[src/rtl/ifu_fetch_ctrl.sv]
// Instruction fetch controller: holds the fetch PC, issues one instruction-bus
// request at a time, and delivers one or two instructions per response to
// decode. Redirects drop in-flight responses; decode stalls park the returned
// doubleword in a one-entry hold buffer.
//
// Handshakes: the bus accepts a request in any cycle where inst_req and
// inst_addr_ok are both high; a response is valid only in a cycle where
// inst_data_ok is high. Decode accepts delivered slots only in a cycle where
// id_stall is low, and nothing is delivered in a cycle where redirect is high.
module ifu_fetch_ctrl (
    input  logic        clk,
    input  logic        resetn,
    input  logic [31:0] next_pc,
    input  logic        redirect,
    input  logic        id_stall,
    output logic        inst_req,
    output logic [31:0] inst_addr,
    input  logic        inst_addr_ok,
    input  logic        inst_data_ok,
    input  logic [63:0] inst_rdata,
    output logic [31:0] pc,
    output logic        inst_rdata_1_ok,
    output logic        inst_rdata_2_ok,
    output logic [31:0] inst_1,
    output logic [31:0] inst_2,
    output logic [31:0] inst_pc_1,
    output logic [31:0] inst_pc_2,
    output logic        fetch_adel,
    output logic [1:0]  fsm_state
);

    localparam logic [31:0] RESET_PC = 32'hBFC0_0000;

    typedef enum logic [1:0] {
        S_REQ  = 2'd0,
        S_RESP = 2'd1,
        S_HOLD = 2'd2,
        S_DROP = 2'd3
    } state_t;

    state_t      state;
    logic [31:0] pc_q;
    logic [63:0] hold_data;
    logic        hold_two;

    logic        misaligned;
    logic        deliver_resp;
    logic        deliver_hold;
    logic        deliver_adel;

    assign misaligned   = (pc_q[1:0] != 2'b00);
    assign deliver_resp = (state == S_RESP) && inst_data_ok && !redirect && !id_stall;
    assign deliver_hold = (state == S_HOLD) && !redirect && !id_stall;
    assign deliver_adel = (state == S_REQ) && misaligned && !redirect && !id_stall;

    assign pc        = pc_q;
    assign inst_addr = pc_q;
    assign inst_pc_1 = pc_q;
    assign inst_pc_2 = pc_q + 32'd4;
    assign fsm_state = state;

    // PC follows the next-PC selector every cycle; hold/advance/redirect are its job.
    always_ff @(posedge clk or negedge resetn) begin
        if (!resetn) begin
            pc_q <= RESET_PC;
        end else begin
            pc_q <= next_pc;
        end
    end

    // Request/response FSM with the one-entry hold buffer for stalled responses.
    always_ff @(posedge clk or negedge resetn) begin
        if (!resetn) begin
            state     <= S_REQ;
            hold_data <= 64'd0;
            hold_two  <= 1'b0;
        end else begin
            case (state)
                S_REQ: begin
                    // data_ok is deliberately ignored here so a response left
                    // over from before a reset can never be delivered.
                    if (!misaligned && inst_addr_ok) begin
                        state <= redirect ? S_DROP : S_RESP;
                    end
                end
                S_RESP: begin
                    if (inst_data_ok) begin
                        if (redirect) begin
                            state <= S_REQ;
                        end else if (id_stall) begin
                            hold_data <= inst_rdata;
                            hold_two  <= !pc_q[2];
                            state     <= S_HOLD;
                        end else begin
                            state <= S_REQ;
                        end
                    end else if (redirect) begin
                        state <= S_DROP;
                    end
                end
                S_HOLD: begin
                    if (redirect || !id_stall) begin
                        state <= S_REQ;
                    end
                end
                S_DROP: begin
                    if (inst_data_ok) begin
                        state <= S_REQ;
                    end
                end
                default: state <= S_REQ;
            endcase
        end
    end

    // Request and delivery outputs decoded from state and this cycle's handshakes.
    always_comb begin
        inst_req        = (state == S_REQ) && !misaligned;
        inst_rdata_1_ok = 1'b0;
        inst_rdata_2_ok = 1'b0;
        inst_1          = 32'd0;
        inst_2          = 32'd0;
        fetch_adel      = 1'b0;
        if (deliver_resp) begin
            inst_rdata_1_ok = 1'b1;
            if (!pc_q[2]) begin
                inst_rdata_2_ok = 1'b1;
                inst_1          = inst_rdata[31:0];
                inst_2          = inst_rdata[63:32];
            end else begin
                inst_1 = inst_rdata[63:32];
            end
        end else if (deliver_hold) begin
            inst_rdata_1_ok = 1'b1;
            if (hold_two) begin
                inst_rdata_2_ok = 1'b1;
                inst_1          = hold_data[31:0];
                inst_2          = hold_data[63:32];
            end else begin
                inst_1 = hold_data[63:32];
            end
        end else if (deliver_adel) begin
            // Misaligned PC: slot 1 carries a zero instruction flagged with fetch_adel.
            inst_rdata_1_ok = 1'b1;
            fetch_adel      = 1'b1;
        end
    end

endmodule

[config.mk]
export PLATFORM = sky130hd
export DESIGN_NAME = ifu_fetch_ctrl
export DESIGN_NICKNAME = d
export VERILOG_FILES = /design/src/rtl/ifu_fetch_ctrl.sv
export SDC_FILE = /design/constraint.sdc
export NUM_CORES = 1
export LEC_CHECK = 0
export ABC_AREA = 1
export BUFFER_PORTS_ARGS = -buffer_cell sky130_fd_sc_hd__buf_2
export CORE_ASPECT_RATIO = 0.6
export CORE_MARGIN = 1.5
export CORE_UTILIZATION = 51
export DETAILED_ROUTE_END_ITERATION = 10
export PLACE_DENSITY = 0.86
export SYNTH_ARGS = -nofsm -noshare
export SYNTH_HDL_FRONTEND = slang
export SYNTH_SLANG_ARGS = --single-unit
export TNS_END_PERCENT = 5
[constraint.sdc]
create_clock -name clk -period 3.4 [get_ports clk]
set_input_delay 0.51 -clock clk [delete_from_list [all_inputs] [get_ports clk]]
set_output_delay 0.51 -clock clk [all_outputs]
set_load 0.01 [all_outputs]
Word-level counts from Yosys, hierarchy flattened
Cells that the tools add are included.
{"block": "totals", "out_inout_bits": 198, "reg_bits": 99, "in_bits": 102}
{"block": "op_classes", "n_mux": 26, "bitwise_logic": 1, "add_sub_neg": 1, "n_reduce_logical": 19, "n_eq_ne": 7}
{"op": "two-way mux 32 bit", "n": 8}
{"op": "adder 32 x 3 -> 32 bit (second input constant)", "n": 1}
{"op": "two-way mux 2 bit", "n": 8}
{"op": "logical AND 1 bit", "n": 10}
{"op": "two-way mux 1 bit", "n": 9}
{"op": "case mux 2 bit (4 select lines)", "n": 1}
{"op": "AND reduction 4 bit", "n": 2}
{"op": "equality test 2 bit (second input constant)", "n": 2}
{"op": "zero test 1 bit", "n": 4}
{"op": "inequality test 2 x 1 -> 1 bit (second input constant)", "n": 2}
{"op": "inequality test 3 bit (second input constant)", "n": 1}
{"op": "equality test 2 x 1 -> 1 bit (second input constant)", "n": 1}
{"op": "zero test 2 bit", "n": 1}
{"op": "inequality test 2 bit (second input constant)", "n": 1}
{"op": "nonzero test 2 bit", "n": 1}
{"op": "logical OR 1 bit", "n": 1}
{"op": "NOT 1 bit", "n": 1}

Longest topological paths before layout
Gate-level depths: netlist of the first run.
{"block": "depth", "depth_word": 7, "mapped_depth": 8}

Least setup slack after synthesis of the first run
Ideal clock, no wire load.
{"block": "synth_path", "path_kind": "flip-flop to output port", "start": "reg pc_q[2] (netlist: inst_addr[2])", "end": "out inst_pc_2[18]", "required_ps": 2890, "setup_slack_ps": 1453, "path_buffers": 0, "stages_incl_launch_ff": 7, "arrival_ps": 1437, "cell_sequence": "dfrtp_1 > ha_1 > nand2_1 > nor2_1 > nand2_1 > nor2_1 > xor2_1"}
{"block": "synth_between", "elab_chain_cells": 1}
{"item": "start: declaration", "line": "42", "source": "logic [31:0] pc_q;"}
{"item": "start signal: assignment", "line": "67", "source": "pc_q <= next_pc;"}
{"item": "adder 32 x 3 -> 32 bit", "line": "59", "source": "assign inst_pc_2 = pc_q + 32'd4;"}
{"item": "end: declaration", "line": "27", "source": "output logic [31:0] inst_pc_2,"}
Every way passes these cells.

Final worst setup path of the first run
{"block": "layout_path", "start": "reg pc_q[2] (netlist: inst_addr[2])", "end": "out inst_pc_2[26]"}
The elaborated chain is that of the path after synthesis.

==> flow_summary.ini, run 1 <==
[power_and_ir_drop]
leakagePower_uw = 0.00426
power_density_mw_per_mm2 = 559
peakVddDrop_mv = 0.386

[clock_network]
clock_latency_ns = 0.34
cts_tree = built
cts.sink_count = 99
post-cts-setup-buffers = 0
ctsHtreeMaxLevel = 3
cts_inserted_buffers = 9
cts_resized = 0
clk_pin_slew_ns = 0.07
cts_root_buf = clkbuf_16
hold_buffers = 0
ctsLongestPathBuffers = 2

[synth]
synth_commonest_cells = nand2_1 (286), dfrtp_1 (90), inv_1 (84)
synth_top_area_share_pct = 36.3
synth_edf_count = 0
yosysSeqAreaShare_pct = 40.1
syn_area_sq_mm = 0.00621
syn_area_per_cell_sq_um = 7.42
ys_seq_elements = 99
synthTopCellsByArea = dfrtp_1 (36%), nand2_1 (17%), buf_4 (8.2%)
synth_nets = 939
syn_inst = 836
yosysTopAreaCell = dfrtp_1
synth.most_common_cell = nand2_1
async_flop_share_pct = 100
ys.warnings.count = 0
dominantRegCellSynth = dfrtp_1
synth_cell_types = 30

[placed_design]
globalplace.congestion = 0.920
hpwl_mm = 14.0
port_buffers = 299

[worst_setup_path]
crit_required_ns = 2.89
crit_path_end_kind = output pin
cpMostUsedCell = nand2_1
critPathMaxFanout = 30
cp.arrival_ns = 2.55
setup.worst_path.class = reg -> out
path_cells = ha_1, nand2_1, nor2_1, nand2_1, nor2_1, nand3b_1, nand2_1, buf_2
worstSetupStartpointType = flop
slowest_stage = dfrtp_2
cpPeakStageDelay_ns = 0.77

[floorplan]
io_pins = 300
die_x_um = 145
rows = 30
die_area_sq_mm = 0.0129
start_util_pct = 53.7
coreArea_sq_mm = 0.0116
die_y_um = 88.5

[route]
drt-total-wl_mm = 19.0
final_antenna_net_count = 0
vias_per_cell = 5.32
via_count = 6438
drc = 0
wl_per_cell_um = 15.7
dr.pass1.iters = 5
drt_iter0_drc = 482

[sta]
holdWs_ns = 0.182
fin_crit_ns = 3.06
fin_crit_sh_pct = 90.0
skew_ns = 0.0120
max_freq_ghz = 0.327
tns_ns = 0
relSlewSlack_pct = 41.5
rsz0062_at_grt = no
setup_viol = 0
slew_violations = 0
hold_viol_final = 0
worst_pin_slew_ns = 0.878

[cells_and_area]
layout.nets = 1149
n_antenna_cell = 0
syn2layout_area_growth_pct = 22.0
layout-drive-gt1-share_pct = 33.7

[flow_run]
timing.max_cap.violations = 0

[run_status]
outcome = finished, final reports clean

[global_route]
antenna_found_initial = 0
grt-ovfl-total = 0
grt_pass1_vias = 5767
gr-usage-all-layers_pct = 28.9
grt_max_degree = 99
grt_pass1_wl_mm = 29.5

[min_path]
hp-class = in -> async
## sequential cells by signal, summed over array words and instances, names as in the netlist
signal,count
fsm_state,2
hold_data,64
hold_two,1
inst_addr,32
## critical path, delay by kind of cell, from the launching register on
| family | cells | cell delay, ns |
|---|---|---|
| adder cells (fa/ha/maj) | 1 | 0.31 |
| flip-flops | 1 | 0.77 |
| AND/OR/NAND/NOR | 6 | 1.01 |
| buffers and inverters | 1 | 0.13 |
## per-stage QoR
| step | utilization [%] | total power, uW | cell area, sq um | std cells | worst slack, ns |
|---|---|---|---|---|---|
| final | 65.5 | 4230 | 7570 | 1211 | 0.341 |
| after global routing | 65.5 | 4540 | 7570 | 1211 | 0.144 |
| after CTS | 65.5 | 4250 | 7570 | 1211 | 0.382 |
| after detailed placement | 62.9 | 3200 | 7270 | 1195 | 0.755 |
| after global placement | 62.9 | 3150 | 7270 | 1195 | 0.842 |
| after floorplan | - | 2740 | 6210 | 836 | 1.45 |
## cells by family (layout without fill, tap and decap cells)
kind of cell | Yosys count | after routing | synth area share [%]
flip-flops | 99 | 99 | 40.1
AO/OA/AOI/OAI | 165 | 165 | 17.2
buffers and inverters | 195 | 410 | 16.6
AND/OR/NAND/NOR | 361 | 361 | 23.7
XOR/XNOR | 15 | 15 | 2.12
adder cells (fa/ha/maj) | 1 | 1 | 0.202
## cells in the final DEF (no fill, tap or decap), drive strengths merged, types with 3 or more instances in the layout
cell type  instances
xor2              11
nand2            289
clkinv             3
clkbuf            12
dfstp              9
o21ai             69
nand3             10
o211ai            64
and2               3
dfrtp             90
inv               87
nor2              48
o22ai             31
xnor2              4
nand3b             8
buf              307
## power breakdown
part	total [uW]	internal, uW	switching [uW]
combinational	1390	459	936
clock	1030	593	437
sequential	1810	1590	212
## final timing paths
| check | startpoint | to | slack (ns) | cells after the start |
|---|---|---|---|---|
| max in group asynchronous | resetn | inst_addr[29] | 2.43 | 2 |
| min | resetn | hold_data[32] | 0.18 | 1 |
| min in group clk | next_pc[22] | inst_addr[22] | 0.27 | 1 |
| min reg2reg | hold_data[22] | hold_data[22] | 0.50 | 2 |
| max reg2reg | fsm_state[0] | hold_data[37] | 1.25 | 6 |
| max | inst_addr[2] | inst_pc_2[26] | 0.34 | 8 |
## layer usage
metal | up-vias | track usage (%) | share of wire, %
li1 | 3041 | - | -
met1 | 3005 | 41.1 | 44
met2 | 378 | 44.8 | 45
met3 | 14 | 7.47 | 10
met4 | 0 | 6.12 | 0.86
met5 | - | 0 | 0
## cell type report
type,count,area (sq um)
fill,1079,3990
multi-input combinational,542,2690
sequential,99,2490
timing repair buffer,307,1570
inverter,87,327
clock buffer,12,246
tap,160,200
clock inverter,4,52.6
Note: power is estimated with default switching activity, not from simulation.
==> run 2, diff against run 1 <==
ABC_AREA = unset   (was 1)
CORE_UTILIZATION = 46   (was 51)
GPL_ROUTABILITY_DRIVEN = 0   (was unset)
PLACE_DENSITY = 0.8   (was 0.86)
clock period = 2.9 ns   (was 3.4 ns; I/O delays follow)
==> flow_summary.ini, run 2 <==
[run_status]
outcome = finished, final reports clean

[synth]
synth_nets = 604
synth.most_common_cell = dfrtp_1
syn_inst = 501
syn_area_sq_mm = 0.00575
synth_top_area_share_pct = 39.1
synth_cell_types = 39
synthTopCellsByArea = dfrtp_1 (39%), mux2_2 (12%), mux2i_1 (11%)
yosysTopAreaCell = dfrtp_1
yosysSeqAreaShare_pct = 43.2
synth_edf_count = 0
syn_area_per_cell_sq_um = 11.5
ys.warnings.count = 0
ys_seq_elements = 99
async_flop_share_pct = 100
dominantRegCellSynth = dfrtp_1
synth_commonest_cells = dfrtp_1 (90), buf_4 (66), mux2i_1 (65)

[placed_design]
dpl_cell_area_sq_mm = 0.00693
hpwl_mm = 12.6
dp_slack_ns = 0.409
port_buffers = 299
post-place-cells = 883

[global_route]
grt_pass1_wl_mm = 25.2
grt_pass1_vias = 4676
grt-ovfl-total = 0
antenna_found_initial = 0
grt_max_degree = 47
gr-usage-all-layers_pct = 24.6

[route]
wl_per_cell_um = 18.8
final_antenna_net_count = 0
drt_iter0_drc = 235
vias_per_cell = 5.47
drt-total-wl_mm = 16.9
drc = 0
via_count = 4935
dr.pass1.iters = 5

[power_and_ir_drop]
peakVddDrop_mv = 0.348
power_density_mw_per_mm2 = 576
leakagePower_uw = 0.00382

[clock_network]
ctsLongestPathBuffers = 2
cts_inserted_buffers = 9
cts_root_buf = clkbuf_16
clock_latency_ns = 0.34
clk_pin_slew_ns = 0.08
ctsHtreeMaxLevel = 3
cts_tree = built
cts.sink_count = 99

[sta]
hold_viol_final = 0
max_freq_ghz = 0.357
skew_ns = 0.0126
relSlewSlack_pct = 61.5
setup_viol = 0
fin_crit_sh_pct = 96.6
rsz0062_at_grt = yes
slew_violations = 0
tns_ns = 0
fin_ws_ns = 0.0987
worst_pin_slew_ns = 0.577
fin_crit_ns = 2.80

[cells_and_area]
largest_reg_flops = 64
regMostFlops = hold_data
layout-drive-gt1-share_pct = 55.8
syn2layout_area_growth_pct = 25.8
n_antenna_cell = 0
final_cells = 902
layout.nets = 835
final_common_cell = buf_2
final_cell_mix = buf_2 (298), dfrtp_1 (87), mux2i_1 (65)
stdcell_area_sq_mm = 0.00724

[worst_setup_path]
crit_required_ns = 2.47
crit_path_end_kind = output pin
setup.worst_path.class = reg -> out
reg2regPathDepth = 4
cp.arrival_ns = 2.37
worstSetupStartpointType = flop
critPathMaxFanout = 32

[floorplan]
rows = 31
die_x_um = 147
io_pins = 300
start_util_pct = 47.4
die_area_sq_mm = 0.0132
coreArea_sq_mm = 0.0121
die_y_um = 89.6

[min_path]
hold_depth = 1
hp-class = in -> reg

[flow_run]
timing.max_cap.violations = 0
run 2: changes by cell type in the layout (fill, tap and decap cells not counted), sizes merged, moves of 32 or more:
cell | previous run | this run
a22o | 0 | 32
inv | 87 | 8
mux2 | 0 | 64
mux2i | 0 | 65
nand2 | 289 | 10
nor2 | 48 | 14
o211ai | 64 | 1
o21ai | 69 | 1
run 2: cells by family (layout without fill, tap and decap cells):
| logic type | Yosys count | count (layout) | synth area share, % |
|---|---|---|---|
| XOR/XNOR | 28 | 28 | 4.26 |
| flip-flops | 99 | 99 | 43.2 |
| adder cells (fa/ha/maj) | 1 | 1 | 0.217 |
| multiplexers | 129 | 129 | 23.8 |
| buffers and inverters | 101 | 337 | 12.0 |
| AO/OA/AOI/OAI | 70 | 70 | 9.09 |
| AND/OR/NAND/NOR | 73 | 73 | 7.33 |
run 2: path summary, 6_finish.rpt:
kind                              start       endpoint  slack, ns
setup / recovery           fsm_state[1]      inst_2[2]        0.1
hold / removal              next_pc[22]  inst_addr[22]       0.18
setup reg to reg           fsm_state[0]  hold_data[27]       1.10
hold reg to reg            hold_data[8]   hold_data[8]       0.51
max in group asynchronous        resetn  inst_addr[27]       1.62
min in group asynchronous        resetn  inst_addr[30]       0.54
run 2: layout make-up:
type	instances	area (sq um)
multi-input combinational	301	2580
clock inverter	6	56.3
tap	165	206
timing repair buffer	316	1650
clock buffer	10	229
fill	1034	4900
inverter	5	18.8
sequential	99	2490
run 2: power by group:
group | internal (uW) | total, uW | leakage, uW | switching [uW]
clock network | 601 | 1150 | 0.000137 | 546
logic | 561 | 1010 | 0.00248 | 452
registers | 1710 | 2010 | 0.00121 | 300
total | 2870 | 4170 | 0.00382 | 1300
run 2: per-layer routing:
layer | track usage [%] | wire [um]
met1 | 33.8 | 7450
met2 | 39.8 | 8050
met3 | 5.61 | 1300
met4 | 6.36 | 136
met5 | 0 | 0
run 2: stage by stage:
stage,hold WS [ns],utilization (%),power (uW)
floorplan,0.139,-,2660
global placement,0.368,57.1,2970
detailed placement,0.370,57.1,3040
CTS,0.173,59.5,4190
global route,0.162,59.6,4390
finish,0.184,59.6,4170
run 2: repair_timing:
action / CTS / global route
gates resized for setup: 0 / 2
hold buffers: 1 / 0
buffers inserted: 0 / 2
hold endpoints to repair: 7 / 0
setup endpoints to repair: 0 / 7
run 2: worst max-delay path, stage by stage, from the launching register on:
cell,delay [ns]
dfrtp_1,0.48
or4_4,0.70
nor2_8,0.47
a22o_1,0.24
buf_2,0.13
==> run 3, diff against run 2 <==
RECOVER_POWER = 100   (was unset)
==> flow_summary.ini, run 3 (synthesized netlist as in run 2, its figures left out) <==
[run_status]
outcome = finished, final reports clean

[cells_and_area]
n_antenna_cell = 0
largest_reg_flops = 64
seq_area_sq_mm = 0.00249
final_common_cell = clkbuf_1
final_cell_mix = clkbuf_1 (151), buf_2 (129), dfrtp_1 (87)
layout.nets = 835
multi_input_area_sq_mm = 0.00257
syn2layout_area_growth_pct = 21.9
layout-drive-gt1-share_pct = 33.9
fillerInstances = 1141
regMostFlops = hold_data

[route]
vias_per_cell = 5.46
dr.pass1.iters = 5
drt-total-wl_mm = 17.0
drc = 0
via_count = 4929
wl_per_cell_um = 18.8
final_antenna_net_count = 0
drt_iter0_drc = 220

[floorplan]
coreArea_sq_mm = 0.0121
start_util_pct = 47.4
die_y_um = 89.6
io_pins = 300
rows = 31
die_x_um = 147
die_area_sq_mm = 0.0132

[sta]
relSlewSlack_pct = 3.41
fin_ws_ns = 0.0985
hold_viol_final = 0
skew_ns = 0.0141
slew_violations = 0
rsz0062_at_grt = yes
fin_crit_sh_pct = 96.6
setup_viol = 0
fin_crit_ns = 2.80
max_freq_ghz = 0.357
worst_pin_slew_ns = 1.45
tns_ns = 0

[clock_network]
clk_pin_slew_ns = 0.08
cts_tree = built
clock_latency_ns = 0.35
ctsLongestPathBuffers = 2
ctsHtreeMaxLevel = 3
cts_inserted_buffers = 9
cts.sink_count = 99
cts_root_buf = clkbuf_16

[global_route]
grt_max_degree = 47
grt_pass1_vias = 4676
grt-ovfl-total = 0
gr-usage-all-layers_pct = 24.6
grt_pass1_wl_mm = 25.2
antenna_found_initial = 0

[power_and_ir_drop]
fin_total_pwr_uw = 4140
leakagePower_uw = 0.00331
power_density_mw_per_mm2 = 590
peakVddDrop_mv = 0.347

[worst_setup_path]
setup.worst_path.class = reg -> out
crit_required_ns = 2.47
worstSetupStartpointType = flop
cp.arrival_ns = 2.37
critPathMaxFanout = 32
crit_path_end_kind = output pin

[placed_design]
hpwl_mm = 12.6
dp_slack_ns = 0.409
port_buffers = 299

[min_path]
hp-class = in -> reg

[flow_run]
timing.max_cap.violations = 0
## run 3: cell types whose count changed in the layout (fill, tap and decap cells not counted), moves of 7 or more
cell,before,now
buf_2,298,129
buf_4,15,8
clkbuf_1,1,151
clkbuf_2,0,26
dfstp_1,0,9
dfstp_2,9,0
## run 3: through the flow
step	hold slack [ns]	instances	area (sq um)	util (%)
CTS	0.173	900	7220	59.5
global placement	0.368	883	6930	57.1
detailed placement	0.370	883	6930	57.1
floorplan	0.139	501	5750	-
global route	0.167	902	7020	57.8
finish	0.189	902	7020	57.8
## run 3: report_power, final
| part | switching [uW] | total, uW | internal [uW] |
|---|---|---|---|
| registers | 303 | 2010 | 1710 |
| clock network | 546 | 1150 | 601 |
| logic | 453 | 982 | 529 |
| total | 1300 | 4140 | 2840 |
## run 3: area by class of cell
type / instances / share of cell area (%)
repair buffers: 316 / 20.5
inverters: 5 / 0.267
clock buffers: 10 / 3.26
multi-input cells: 301 / 36.7
flip-flops and latches: 99 / 35.6
well taps: 165 / 2.94
clock inverters: 6 / 0.802
## run 3: critical path, cell delays in order (launching register included)
cell	delay, ns
dfrtp_1	0.48
or4_4	0.70
nor2_8	0.47
a22o_1	0.23
clkbuf_1	0.14
## run 3: repair_timing
| item | in CTS | in global routing |
|---|---|---|
| endpoints found under the setup margin | 0 | 7 |
| hold buffers | 1 | 0 |
| gates resized for setup | 0 | 2 |
| buffers inserted | 0 | 2 |
| endpoints found under the hold margin | 7 | 0 |
## run 3: metal layers
layer | vias up | track usage [%] | wire, um
li1 | 2222 | - | -
met1 | 2464 | 33.8 | 7580
met2 | 224 | 39.8 | 7980
met3 | 19 | 5.61 | 1240
met4 | 0 | 6.36 | 165
met5 | - | 0 | 0
## run 3: final timing paths
kind	slack, ns	cells past startpoint	end	from
min in group asynchronous	0.96	2	inst_addr[30]	resetn
max	0.1	4	inst_2[26]	fsm_state[1]
max reg2reg	0.72	4	hold_data[27]	fsm_state[0]
min	0.19	1	inst_addr[22]	next_pc[22]
max in group asynchronous	0.45	3	fsm_state[0]	resetn
min reg2reg	0.51	1	hold_data[8]	hold_data[8]
